[src/rtl/spi_slave_pkg.sv]
// Shared constants and types for the SPI slave endpoint.
// Mode encodings are {CPOL,CPHA} and must match the master on the same bus.
package spi_slave_pkg;

    localparam int WORD_LENGTH_DEFAULT = 8;

    localparam logic [1:0] MODE_POL_PHS_00 = 2'b00;
    localparam logic [1:0] MODE_POL_PHS_01 = 2'b01;
    localparam logic [1:0] MODE_POL_PHS_10 = 2'b10;
    localparam logic [1:0] MODE_POL_PHS_11 = 2'b11;

    localparam logic SPI_READY = 1'b1;
    localparam logic SPI_BUSY  = 1'b1;

    typedef enum logic [1:0] {
        IDLE,
        SHIFT,
        DONE
    } spi_state_t;

endpackage

[src/rtl/spi_sync_edge.sv]
// Multi-stage synchronizer for an asynchronous bus line, with one-cycle
// rise/fall pulses derived from the synchronized level.
module spi_sync_edge #(
    parameter int   STAGES    = 2,
    parameter logic RESET_VAL = 1'b0
) (
    input  logic clk,
    input  logic rst,
    input  logic d,
    output logic q,
    output logic rise,
    output logic fall
);

    logic [STAGES-1:0] sync_q;
    logic              prev_q;

    always_ff @(posedge clk or negedge rst) begin
        if (!rst) begin
            sync_q <= {STAGES{RESET_VAL}};
            prev_q <= RESET_VAL;
        end else begin
            sync_q <= {sync_q[STAGES-2:0], d};
            prev_q <= sync_q[STAGES-1];
        end
    end

    assign q    = sync_q[STAGES-1];
    assign rise = q & ~prev_q;
    assign fall = ~q & prev_q;

endmodule

[src/rtl/spi_slave.sv]
// SPI slave endpoint: oversamples SCLK/SS_N/MOSI on clk, exchanges one word per
// frame, with a single-entry TX holding register and a pulsed RX output.
module spi_slave
    import spi_slave_pkg::*;
#(
    parameter int         WORD_LENGTH = WORD_LENGTH_DEFAULT,
    parameter logic [1:0] SPI_MODE    = MODE_POL_PHS_00,
    parameter int         SYNC_STAGES = 2
) (
    input  logic                   clk,
    input  logic                   rst,
    input  logic                   sclk,
    input  logic                   ss_n,
    input  logic                   mosi,
    output logic                   miso,
    output logic                   miso_oe,
    input  logic [WORD_LENGTH-1:0] tx_data,
    input  logic                   tx_valid,
    output logic                   tx_ready,
    output logic [WORD_LENGTH-1:0] rx_data,
    output logic                   rx_valid,
    output logic                   tx_underrun,
    output logic                   busy
);

    localparam logic             CPOL     = SPI_MODE[1];
    localparam logic             CPHA     = SPI_MODE[0];
    localparam int               CNT_W    = $clog2(WORD_LENGTH + 1);
    localparam logic [CNT_W-1:0] LAST_BIT = CNT_W'(WORD_LENGTH - 1);

    spi_state_t state_q, state_d;

    logic unused_sclk_level, unused_ss_rise, unused_ss_fall;
    logic sclk_rise, sclk_fall, ss_q, mosi_q;
    logic sclk_lead, sclk_trail, sample_edge, shift_edge;
    logic load, sample, shift, accept;

    logic [SYNC_STAGES-1:0] mosi_sync;
    logic [CNT_W-1:0]       bit_cnt;
    logic [WORD_LENGTH:0]   tx_shift;
    logic [WORD_LENGTH-1:0] rx_shift;
    logic [WORD_LENGTH-1:0] hold_data;
    logic [WORD_LENGTH-1:0] load_word;
    logic                   hold_full;

    spi_sync_edge #(.STAGES(SYNC_STAGES), .RESET_VAL(CPOL)) u_sclk_sync (
        .clk  (clk),
        .rst  (rst),
        .d    (sclk),
        .q    (unused_sclk_level),
        .rise (sclk_rise),
        .fall (sclk_fall)
    );

    spi_sync_edge #(.STAGES(SYNC_STAGES), .RESET_VAL(1'b1)) u_ss_sync (
        .clk  (clk),
        .rst  (rst),
        .d    (ss_n),
        .q    (ss_q),
        .rise (unused_ss_rise),
        .fall (unused_ss_fall)
    );

    // MOSI gets the same depth as SCLK so its data lines up with the edge pulses.
    always_ff @(posedge clk or negedge rst) begin
        if (!rst) begin
            mosi_sync <= '0;
        end else begin
            mosi_sync <= {mosi_sync[SYNC_STAGES-2:0], mosi};
        end
    end

    assign mosi_q      = mosi_sync[SYNC_STAGES-1];
    assign sclk_lead   = CPOL ? sclk_fall : sclk_rise;
    assign sclk_trail  = CPOL ? sclk_rise : sclk_fall;
    assign sample_edge = CPHA ? sclk_trail : sclk_lead;
    assign shift_edge  = CPHA ? sclk_lead : sclk_trail;

    assign accept    = tx_valid && tx_ready;
    assign load_word = hold_full ? hold_data : '0;

    always_ff @(posedge clk or negedge rst) begin
        if (!rst) begin
            state_q <= IDLE;
        end else begin
            state_q <= state_d;
        end
    end

    // In CPHA=0 the final trailing edge of a frame arrives after the next word
    // is loaded; a shift edge before any sample belongs to the previous word.
    always_comb begin
        state_d = state_q;
        load    = 1'b0;
        sample  = 1'b0;
        shift   = 1'b0;
        if (ss_q) begin
            state_d = IDLE;
        end else begin
            case (state_q)
                IDLE: begin
                    load    = 1'b1;
                    state_d = SHIFT;
                end
                SHIFT: begin
                    if (sample_edge) begin
                        sample = 1'b1;
                        if (bit_cnt == LAST_BIT) begin
                            state_d = DONE;
                        end
                    end
                    if (shift_edge && (CPHA || (bit_cnt != '0))) begin
                        shift = 1'b1;
                    end
                end
                DONE: begin
                    load    = 1'b1;
                    state_d = SHIFT;
                end
                default: state_d = IDLE;
            endcase
        end
    end

    always_ff @(posedge clk or negedge rst) begin
        if (!rst) begin
            bit_cnt  <= '0;
            tx_shift <= '0;
            rx_shift <= '0;
            rx_data  <= '0;
        end else if (ss_q) begin
            bit_cnt  <= '0;
            tx_shift <= '0;
        end else if (load) begin
            bit_cnt  <= '0;
            tx_shift <= CPHA ? {1'b0, load_word} : {load_word, 1'b0};
        end else begin
            if (sample) begin
                rx_shift <= {rx_shift[WORD_LENGTH-2:0], mosi_q};
                bit_cnt  <= bit_cnt + 1'b1;
                if (bit_cnt == LAST_BIT) begin
                    rx_data <= {rx_shift[WORD_LENGTH-2:0], mosi_q};
                end
            end
            if (shift) begin
                tx_shift <= {tx_shift[WORD_LENGTH-1:0], 1'b0};
            end
        end
    end

    // A load and an accept in the same cycle: the load takes the old word and
    // the new word refills the register that was just emptied.
    always_ff @(posedge clk or negedge rst) begin
        if (!rst) begin
            hold_full   <= 1'b0;
            hold_data   <= '0;
            tx_underrun <= 1'b0;
        end else begin
            if (load) begin
                hold_full <= accept;
            end else if (accept) begin
                hold_full <= 1'b1;
            end
            if (accept) begin
                hold_data <= tx_data;
            end
            tx_underrun <= load && !hold_full;
        end
    end

    assign tx_ready = hold_full ? ~SPI_READY : SPI_READY;
    assign busy     = (state_q == SHIFT) ? SPI_BUSY : ~SPI_BUSY;
    assign rx_valid = (state_q == DONE);
    assign miso_oe  = ~ss_q;
    assign miso     = tx_shift[WORD_LENGTH];

endmodule

[config.mk]
export PLATFORM = sky130hd
export DESIGN_NAME = spi_slave
export DESIGN_NICKNAME = d
export VERILOG_FILES = /design/src/rtl/spi_slave_pkg.sv /design/src/rtl/spi_sync_edge.sv /design/src/rtl/spi_slave.sv
export SDC_FILE = /design/constraint.sdc
export NUM_CORES = 1
export LEC_CHECK = 0
export CORE_UTILIZATION = 35
export DETAILED_ROUTE_END_ITERATION = 10
export GPL_ROUTABILITY_DRIVEN = 1
export GPL_TIMING_DRIVEN = 0
export HOLD_SLACK_MARGIN = 0.02
export RECOVER_POWER = 50
export SYNTH_ARGS = -nofsm -noshare
export SYNTH_HDL_FRONTEND = slang
export SYNTH_SLANG_ARGS = --single-unit
[constraint.sdc]
create_clock -name clk -period 5.05 [get_ports clk]
set_input_delay 0.505 -clock clk [delete_from_list [all_inputs] [get_ports clk]]
set_output_delay 0.505 -clock clk [all_outputs]
set_load 0.05 [all_outputs]
* After elaboration in Yosys (flattened, before gate mapping)
Index checks and enable logic that the tools add are counted.
** Operators by class
- Bitwise gates (word level) :: 6
- Reduce and logical (&&, ||, !) cells :: 13
- Multiplexer cells :: 23
- $add $sub $neg :: 1
- Eq/ne operators :: 5
** Operator list (count)
- $mux 9 :: 3
- $mux 1 :: 12
- $mux 4 :: 3
- $mux 8 :: 1
- $mux 2 :: 3
- $ne 3x2->1 const B :: 2
- $reduce_bool 3->1 :: 2
- $add 4x1->4 const B :: 1
- $eq 4x3->1 const B :: 1
- $not 1->1 :: 4
- $pmux 2 s2 :: 1
- $reduce_and 4->1 :: 1
- $reduce_bool 4->1 :: 1
- $logic_and 1x1->1 :: 3
- $reduce_and 3->1 :: 1
- $and 1x1->1 :: 2
- $eq 2x1->1 const B :: 1
- $eq 2x2->1 const B :: 1
- $logic_not 2->1 :: 1
- $reduce_and 2->1 :: 1
- $reduce_bool 2->1 :: 1
- $reduce_or 2->1 :: 1
- $logic_not 1->1 :: 1
** Storage, ports and cells
- Input bits :: 14
- Register bits :: 47
- Output and inout bits :: 14

* Longest topological paths before layout
Gate-level depths: netlist of run 1.
- Depth after elaboration :: 9
- Depth in mapped cells :: 5

* By module
From an unflattened synthesis of run 1, not the netlist that was laid out.
** Unflattened totals
- Cell total of the unflattened synthesis :: 138
- Area total of the unflattened synthesis :: 1889.3 um^2
** By module, submodules not included
- spi_slave :: times used 1, seq. area each 1026.0 um^2, cells an instance 128, area each 1705.4 um^2
- spi_sync_edge at u_ss_sync :: times used 1, seq. area each 78.8 um^2, cells an instance 5, area each 93.8 um^2
- spi_sync_edge at u_sclk_sync :: times used 1, seq. area each 75.1 um^2, cells an instance 5, area each 90.1 um^2

* Worst setup path after synthesis of run 1
Ideal clock, no wire load.
- Path type :: register to register
- From :: register bit_cnt[0]
- To :: register tx_shift[2]
- Library setup time :: 125 ps
- Period minus slack after synthesis :: 1787 ps
- Arrival time :: 1662 ps
- Path buffers :: 0
- Slack :: 3263 ps
- Cell stages (with the launch flop) :: 6
- Data required time :: 4925 ps
- Cells stage by stage :: dfrtp_1 inv_1 ha_1 or3b_1 a31oi_2 mux2_2
** On the way
- Word-level cells in the longest chain between the ends :: 6
** Ends and longest elaborated chain
- start: declaration :: RTL line spi_slave.sv:39 : logic [CNT_W-1:0] bit_cnt;
- start signal: assignment :: RTL line spi_slave.sv:140 : bit_cnt <= bit_cnt + 1'b1;
- $reduce_bool 4->1 :: RTL line spi_slave.sv:112 : if (shift_edge && (CPHA || (bit_cnt != '0))) begin
- $logic_and 1x1->1 :: RTL line spi_slave.sv:112
- $mux 1 :: RTL line spi_slave.sv:112
- $mux 1 :: RTL line spi_slave.sv:100 : case (state_q)
- $mux 1 :: RTL line spi_slave.sv:97 : if (ss_q) begin
- $reduce_bool 3->1 (no line)
- end signal: assignment :: RTL line spi_slave.sv:136 : tx_shift <= CPHA ? {1'b0, load_word} : {load_word, 1'b0};
- end signal: assignment :: RTL line spi_slave.sv:146 : tx_shift <= {tx_shift[WORD_LENGTH-1:0], 1'b0};
- end: declaration :: RTL line spi_slave.sv:40 : logic [WORD_LENGTH:0] tx_shift;
Every way passes these cells.
A chain may end at the register's enable or synchronous reset.

==> results of run 1 <==
## registers in the layout, summed over array words and instances, names as in the netlist
signal / count
u_sclk_sync.prev_q: 1
tx_underrun: 1
state_q: 2
hold_full: 1
hold_data: 8
u_ss_sync.sync_q: 2
tx_shift: 8
rx_data: 8
bit_cnt: 4
mosi_sync: 2
u_sclk_sync.sync_q: 2
rx_shift: 7
## worst min path at each step
stage	slack, ns	to	from
6_report	0.17	hold_data[1]	rst
4_1_cts	0.07	hold_data[1]	rst
3_5_place_dp	0.34	mosi_sync[1]	mosi_sync[0]
2_1_floorplan	0.21	bit_cnt[0]	rst
5_1_grt	0.22	hold_data[1]	rst
3_3_place_gp	0.34	u_sclk_sync.sync_q[1]	u_sclk_sync.sync_q[0]
## final cells by class
| cell class | count | area share, % |
|---|---|---|
| Clock inverter | 3 | 0.924 |
| Timing Repair Buffer | 28 | 11.6 |
| Inverter | 5 | 0.816 |
| Buffer | 3 | 0.870 |
| Multi-Input combinational cell | 72 | 28.8 |
| Sequential cell | 46 | 50.1 |
| Clock buffer | 5 | 2.99 |
| Tap cell | 70 | 3.81 |
## synthesized netlist by cell type, types with 2 or more instances
cell type	instances	share of area, %
a21oi_1	2	0.54
a22o_1	8	3.8
dfrtp_1	44	59
dfstp_2	2	2.8
ha_1	2	1.3
inv_1	5	1.0
mux2_2	22	13
mux2_4	8	6.5
nand2_1	5	1.0
nand3_1	3	0.81
nor2_1	3	0.61
nor2b_1	4	1.3
nor3b_1	2	0.81
## per-layer routing
| metal | part of all wire [%] | up-vias |
|---|---|---|
| li1 | - | 520 |
| met1 | 45 | 565 |
| met2 | 49 | 18 |
| met3 | 3.3 | 8 |
| met4 | 2.6 | 0 |
| met5 | 0 | - |
## where the power goes
part	internal [W]	switching [W]
clock	0.0000973	0.000127
combinational	0.0000538	0.0000411
sequential	0.000414	0.0000284
## worst reg2reg max path, delay by kind of cell, from the launching register on
family	cells	cell delay [ns]
adders and majority gates	1	0.13
AOI/OAI and AO/OA	1	0.47
muxes	1	0.40
buffers and inverters	1	0.09
and+or+nand+nor	1	0.38
DFF	1	0.42
## per-stage QoR
stage	cells	utilization, %	area (µm²)
after floorplan	126	-	1860
after global placement	223	43.3	2210
after detailed placement	224	43.6	2230
after CTS	232	45.4	2320
after global routing	232	45.1	2300
final	232	45.1	2300
## logic make-up (layout without fill, tap and decap cells)
| kind of cell | Yosys count | count (layout) |
|---|---|---|
| compound gates | 14 | 14 |
| fa+ha+maj | 2 | 2 |
| buf+inv | 8 | 44 |
| flops | 46 | 46 |
| mux | 31 | 31 |
| simple gates | 25 | 25 |
==> impl_metrics.yaml, run 1 <==
logic_synthesis:
  synth.distinct_cells: 29
  synth-simple-area-share_pct: 7.82
  synth_flop_cell: "dfrtp_1"
  postSynthAreaPerCell_um2: 14.7
  async_flop_share_pct: 100
  ys_seq_elements: 46
  synth-seq-area-share_pct: 62.2
  synthAdderAreaFrac_pct: 1.35
  yosys_warnings: 0
  syn-cell-area_um2: 1860
  synthMuxAreaShare_pct: 20.4
  synth_top_family_by_area: "multiplexers"
  netlist_instances: 126
  synth_compound_area_share_pct: 6.20
  synth_edf_count: 0
  synth_nets: 142
  synthXorXnorAreaFrac_pct: 0
layout:
  drive_gt1_share_pct: 27.2
  fill_cells: 480
  nets: 177
  regArea_um2: 1150
  layout_commonest_cell: "dfrtp_1"
  final_cell_mix: "dfrtp_1 (44), clkdlybuf4s50_1 (23), mux2_2 (22), mux2_4 (8), a22o_1 (8)"
  syn2layout_area_growth_pct: 24.0
  multi_input_area_um2: 663
  antenna_cells: 0
clock_tree:
  cts_tree: "done"
  cts_buffer_depth: 2
  cts_setup_buffers: 0
  ctsHtreeMaxLevel: 2
  insertion_delay_ns: 0.30
  cts-buffers-inserted: 5
  cts_resized: 0
  cts_sinks: 46
  cts_hold_buf: 0
  cts-root-buf: "clkbuf_8"
  clk_pin_slew_ns: 0.09
sta:
  fin_crit_sh_pct: 45.6
  setup_violations: 0
  hold_slack_ns: 0.168
  fin_setup_tns_ns: 0
  max_slew_margin_pct: -24.0
  fmax_mhz: 434
  worstMarginPinSlew_ns: 1.86
  hold_viol: 0
  rsz0062_at_grt: "no"
  maxSlewViolCount: 37
  setup_slack_ns: 2.75
  period_minus_slack_ns: 2.30
  skew_ns: 0.0115
die:
  start_util_pct: 36.3
  dieArea_um2: 5600
  io_pins: 28
  num_rows: 26
  dieHeight_um: 74.8
  coreArea_um2: 5110
  die_w_um: 74.8
grt:
  antenna_found_initial: 0
  grt_pass1_wl_um: 5510
  grt_pass1_vias: 1164
  grtUsageTotal_pct: 13.6
  grt_max_degree: 37
  grt.met1_usage_pct: 16.5
  grt-ovfl-total: 0
  use_met3_pct: 4.02
  grt-busiest-layer: "met2"
  met2_usage_pct: 21.6
setup_path:
  crit_chain: "clkbuf_1 > clkbuf_1"
  critPathBufInv: 2
  worstPathMaxFanout: 36
  critPathMostFrequentCell: "clkbuf_1"
  rr_worst_depth: 5
  start_kind: "primary input"
  end_kind: "async pin"
  cp_data_arrival_time_ns: 2.36
  slowest_delay_ns: 1.39
  startpoint: "rst"
  reg2reg_to: "tx_shift[2]"
  cp_num_cells: 2
  cp-endpoint: "hold_data[4]"
  r2r_slack_ns: 3.04
  cpMaxStageDelayCell: "clkbuf_1"
  cp.required_ns: 5.10
  cp_top_family: "buffers and inverters"
  crit_type: "primary input to async pin"
  timing.rr.start: "bit_cnt[0]"
placement:
  dp_hpwl_um: 2280
  gp_congestion: 0.733
  place_ws_ns: 3.04
  io_buffers: 27
pwr:
  p_leak_nw: 1.06
  powerDensity_nw_per_um2: 331
  vdd_ir_drop_max_uv: 172
  total_power_w: 0.000761
hold_path:
  hp-class: "primary input to async pin"
status:
  status: "complete, but fails checks"
  violations: "max-capacitance violations, max-slew violations"
drt:
  wl_per_cell_um: 13.8
  dr.pass1.iters: 4
  via_count: 1111
  drtIter0Drc: 58
  drt_wl_total_um: 3210
  ant_nets: 0
  route.detailed.drc: 0
  routed_via_density: 4.79
job:
  cap_violations: 1
Power figures use the tool's default switching activity.
==> run 2, diff against run 1 <==
- clock period: 5.05 -> 2.2 ns (I/O delays scaled with it)
==> run 2 against run 1 <==
  * The run now ends clean
  * First-iteration DRC count rose by 29%
  * Clock power increased by 130%
  * Die area unchanged
  * Clock skew is essentially flat
  * Critical path depth is 3 higher
  * Total power is 130% higher
  * Combinational power rose by 130%
  * Design area increased by 0.49%
  * Sequential power up 130%
  * Setup slack got worse by 2.6 ns
  * Sequential share of layout area down 0.24 points
  * Critical path type is now register to register
  * Critical endpoint is now tx_shift[2]
  * Largest cell class unchanged
==> impl_metrics.yaml, run 2 (synthesis gave the netlist of run 1 again) <==
status:
  status: "completed"
drt:
  wl_per_cell_um: 13.8
  drtIter0Drc: 75
  ant_nets: 0
  via_count: 1126
  dr.pass1.iters: 4
  route.detailed.drc: 0
  routed_via_density: 4.83
  drt_wl_total_um: 3230
clock_tree:
  cts-root-buf: "clkbuf_8"
  cts_setup_buffers: 0
  insertion_delay_ns: 0.30
  ctsHtreeMaxLevel: 2
  clk_pin_slew_ns: 0.09
  cts_tree: "done"
  cts_hold_buf: 1
  cts-buffers-inserted: 5
  cts_buffer_depth: 2
  cts_resized: 0
  cts_sinks: 46
sta:
  worstMarginPinSlew_ns: 1.10
  fmax_mhz: 496
  rsz0062_at_grt: "no"
  hold_viol: 0
  skew_ns: 0.0114
  setup_slack_ns: 0.186
  maxSlewViolCount: 0
  period_minus_slack_ns: 2.01
  max_slew_margin_pct: 26.5
  setup_violations: 0
  fin_crit_sh_pct: 91.6
setup_path:
  timing.rr.start: "bit_cnt[0]"
  startpoint: "bit_cnt[0]"
  worstPathMaxFanout: 8
  cp-endpoint: "tx_shift[2]"
  end_kind: "register"
  start_kind: "register"
  r2r_slack_ns: 0.19
  cp.required_ns: 2.38
  rr_worst_depth: 5
  crit_type: "register to register"
  reg2reg_to: "tx_shift[2]"
  cp_data_arrival_time_ns: 2.20
layout:
  stdcell_area_um2: 2310
  final_cell_mix: "dfrtp_1 (44), clkdlybuf4s50_1 (23), mux2_2 (22), mux2_4 (8), a22o_1 (8)"
  fill_cells: 478
  syn2layout_area_growth_pct: 24.6
  nets: 178
  finalNonFillerCells: 233
  drive_gt1_share_pct: 27.6
  antenna_cells: 0
  layout_commonest_cell: "dfrtp_1"
  reg_top3: "hold_data (8), rx_data (8), tx_shift (8)"
grt:
  grtUsageTotal_pct: 13.7
  antenna_found_initial: 0
  grt-ovfl-total: 0
  grt_max_degree: 37
  grt_pass1_vias: 1166
  grt_pass1_wl_um: 5520
hold_path:
  hp-class: "register to register"
die:
  io_pins: 28
  coreArea_um2: 5110
  die_w_um: 74.8
  start_util_pct: 36.3
  dieArea_um2: 5600
  dieHeight_um: 74.8
  num_rows: 26
placement:
  io_buffers: 27
  gp_congestion: 0.733
  placed_cells_incl_taps: 224
  dp_hpwl_um: 2280
  place_ws_ns: 0.197
  dpl_cell_area_um2: 2230
pwr:
  vdd_ir_drop_max_uv: 396
  powerDensity_nw_per_um2: 756
  total_power_w: 0.00175
  p_leak_nw: 1.07
job:
  cap_violations: 0
[run 2: cell types whose count changed in the layout (fill, tap and decap cells not counted), sizes merged]
cell and change:
dlygate4sd3 +1
[run 2: critical path, stage by stage (launching register included)]
cell     delay (ns)
dfrtp_1        0.42
inv_1          0.09
ha_1           0.13
or3b_1         0.38
a31oi_2        0.48
mux2_2         0.40
[run 2: cell type report]
type	count	area [µm²]	area share [%]
Sequential cell	46	1150	49.9
Buffer	3	20.0	0.866
Multi-Input combinational cell	72	663	28.7
Clock buffer	5	68.8	2.98
Tap cell	70	87.6	3.79
Inverter	5	18.8	0.812
Timing Repair Buffer	29	279	12.1
Clock inverter	3	21.3	0.920
[run 2: worst min-delay path by stage]
| stage | from | endpoint | slack (ns) | depth (start not counted) |
|---|---|---|---|---|
| 2_1_floorplan | rst | bit_cnt[0] | -0.08 | 0 |
| 3_3_place_gp | u_sclk_sync.sync_q[0] | u_sclk_sync.sync_q[1] | 0.34 | 0 |
| 3_5_place_dp | rst | hold_data[2] | 0.12 | 1 |
| 4_1_cts | ss_n | u_ss_sync.sync_q[0] | 0.31 | 1 |
| 5_1_grt | u_ss_sync.sync_q[0] | u_ss_sync.sync_q[1] | 0.35 | 0 |
| 6_report | u_ss_sync.sync_q[0] | u_ss_sync.sync_q[1] | 0.35 | 0 |
[run 2: per-layer routing]
layer	track usage (%)	vias to the layer above	part of all wire, %
met1	16.6	570	44
met5	0	-	0
met2	21.6	25	49
met3	4.02	8	4.2
li1	-	523	-
met4	8.18	0	2.6
[run 2: where the power goes]
group          total (W)  switching [W]  internal (W)
Clock           0.000515       0.000291      0.000223
Combinational   0.000220      0.0000949      0.000125
Sequential       0.00101      0.0000655      0.000949
[run 2: through the flow]
stage,util (%),hold slack (ns),TNS (ns)
global route,45.3,0.349,0
floorplan,-,-0.0756,0
CTS,45.6,0.307,0
finish,45.3,0.350,0
global placement,43.3,0.336,-10.80
detailed placement,43.6,0.121,0
==> run 3, diff against run 2 <==
- CORE_MARGIN: not set -> 2
==> run 3 against run 2 <==
  * Highest routed layer unchanged
  * Count of clock-buffer cells in the layout increased by 2
  * Critical endpoint is now tx_shift[3]
  * Design area decreased by 0.60%
  * Wire length decreased by 4.1%
  * Largest cell class unchanged
  * Clock skew decreased by 0.0043 ns
  * Sequential share of layout area increased by 0.30 points
  * Combinational power about the same
  * Register-to-register slack improved by 0.02 ns
  * Via count decreased by 2.5%
  * Setup slack improved by 0.022 ns
==> impl_metrics.yaml, run 3 (synthesis gave the netlist of run 1 again) <==
status:
  status: "completed"
clock_tree:
  cts_resized: 0
  clk_pin_slew_ns: 0.08
  cts_setup_buffers: 0
  ctsHtreeMaxLevel: 2
  cts_sinks: 46
  insertion_delay_ns: 0.29
  cts-buffers-inserted: 5
  cts_buffer_depth: 2
  cts-root-buf: "clkbuf_8"
  cts_tree: "done"
pwr:
  total_power_w: 0.00171
  p_leak_nw: 1.06
  powerDensity_nw_per_um2: 742
  vdd_ir_drop_max_uv: 379
grt:
  grt_max_degree: 37
  grt_pass1_vias: 1138
  grt-ovfl-total: 0
  grt_pass1_wl_um: 5550
  antenna_found_initial: 0
  grtUsageTotal_pct: 12.0
layout:
  nets: 178
  stdcell_area_um2: 2300
  syn2layout_area_growth_pct: 23.9
  final_cell_mix: "dfrtp_1 (44), clkdlybuf4s50_1 (23), mux2_2 (22), mux2_4 (8), a22o_1 (8)"
  reg_top3: "hold_data (8), rx_data (8), tx_shift (8)"
  layout_commonest_cell: "dfrtp_1"
  fill_cells: 486
  antenna_cells: 0
  drive_gt1_share_pct: 25.3
die:
  die_w_um: 76.8
  coreArea_um2: 5110
  io_pins: 28
  dieArea_um2: 5900
  num_rows: 26
  dieHeight_um: 76.8
  start_util_pct: 36.3
placement:
  gp_congestion: 0.766
  dpl_cell_area_um2: 2230
  place_ws_ns: 0.206
  io_buffers: 27
  dp_hpwl_um: 2190
setup_path:
  crit_type: "register to register"
  slowest_delay_ns: 0.49
  start_kind: "register"
  cpMaxStageDelayCell: "a31oi_2"
  cp_top_family: "compound AO/OA/AOI/OAI gates"
  critPathBufInv: 1
  worstPathMaxFanout: 8
  end_kind: "register"
  cp_data_arrival_time_ns: 2.17
  cp.required_ns: 2.37
  crit_chain: "inv_1 > ha_1 > or3b_1 > a31oi_2 > mux2_2"
drt:
  routed_via_density: 4.73
  drt_wl_total_um: 3100
  ant_nets: 0
  dr.pass1.iters: 4
  via_count: 1098
  drtIter0Drc: 75
  route.detailed.drc: 0
  wl_per_cell_um: 13.3
sta:
  skew_ns: 0.00710
  rsz0062_at_grt: "no"
  fmax_mhz: 502
  setup_violations: 0
  setup_slack_ns: 0.207
  worstMarginPinSlew_ns: 1.06
  max_slew_margin_pct: 29.5
  hold_viol: 0
  maxSlewViolCount: 0
  fin_crit_sh_pct: 90.6
  period_minus_slack_ns: 1.99
job:
  cap_violations: 0
hold_path:
  hp-class: "register to register"
## run 3: stage by stage
step                hold WS, ns  TNS, ns  cells  utilization, %
finish                    0.351        0    232            45.0
CTS                       0.321        0    232            45.3
detailed placement        0.112        0    224            43.6
global route              0.362        0    232            45.0
global placement          0.336   -10.17    223            43.3
floorplan               -0.0756        0    126               -
## run 3: worst paths after layout
kind | from | end | slack (ns) | cells after the start
hold / removal | mosi_sync[0] | mosi_sync[1] | 0.35 | 0
setup reg to reg | bit_cnt[0] | tx_shift[3] | 0.21 | 5
hold reg to reg | mosi_sync[0] | mosi_sync[1] | 0.35 | 0
setup / recovery | bit_cnt[0] | tx_shift[3] | 0.21 | 5
min in group asynchronous | rst | tx_shift[2] | 0.42 | 2
max in group asynchronous | rst | bit_cnt[3] | 0.54 | 3
## run 3: final cells by class
class,count,area [µm²],share of cell area (%)
timing repair buffer,29,279,12.1
inverter,5,18.8,0.817
multi-input combinational,72,663,28.9
clock buffer,7,76.3,3.32
sequential,46,1150,50.2
tap,70,87.6,3.81
buffer,3,20.0,0.871
## run 3: report_power, final
group	total [W]	switching (W)	internal, W
logic	0.000219	0.0000942	0.000125
registers	0.00101	0.0000634	0.000949
clock network	0.000475	0.000256	0.000219
total	0.00171	0.000413	0.00129
## run 3: what timing repair did
| item | in CTS | in global routing |
|---|---|---|
| endpoints found under the setup margin | 0 | 0 |
| hold endpoints to repair | 10 | 0 |
| hold buffers | 1 | 0 |
## run 3: layer usage
metal | GRT usage [%] | share of wire, % | up-vias
met3 | 3.88 | 3.6 | 2
met4 | 6.00 | 0.94 | 0
met1 | 15.4 | 46 | 564
li1 | - | - | 514
met2 | 18.4 | 49 | 18
met5 | 0 | 0 | -
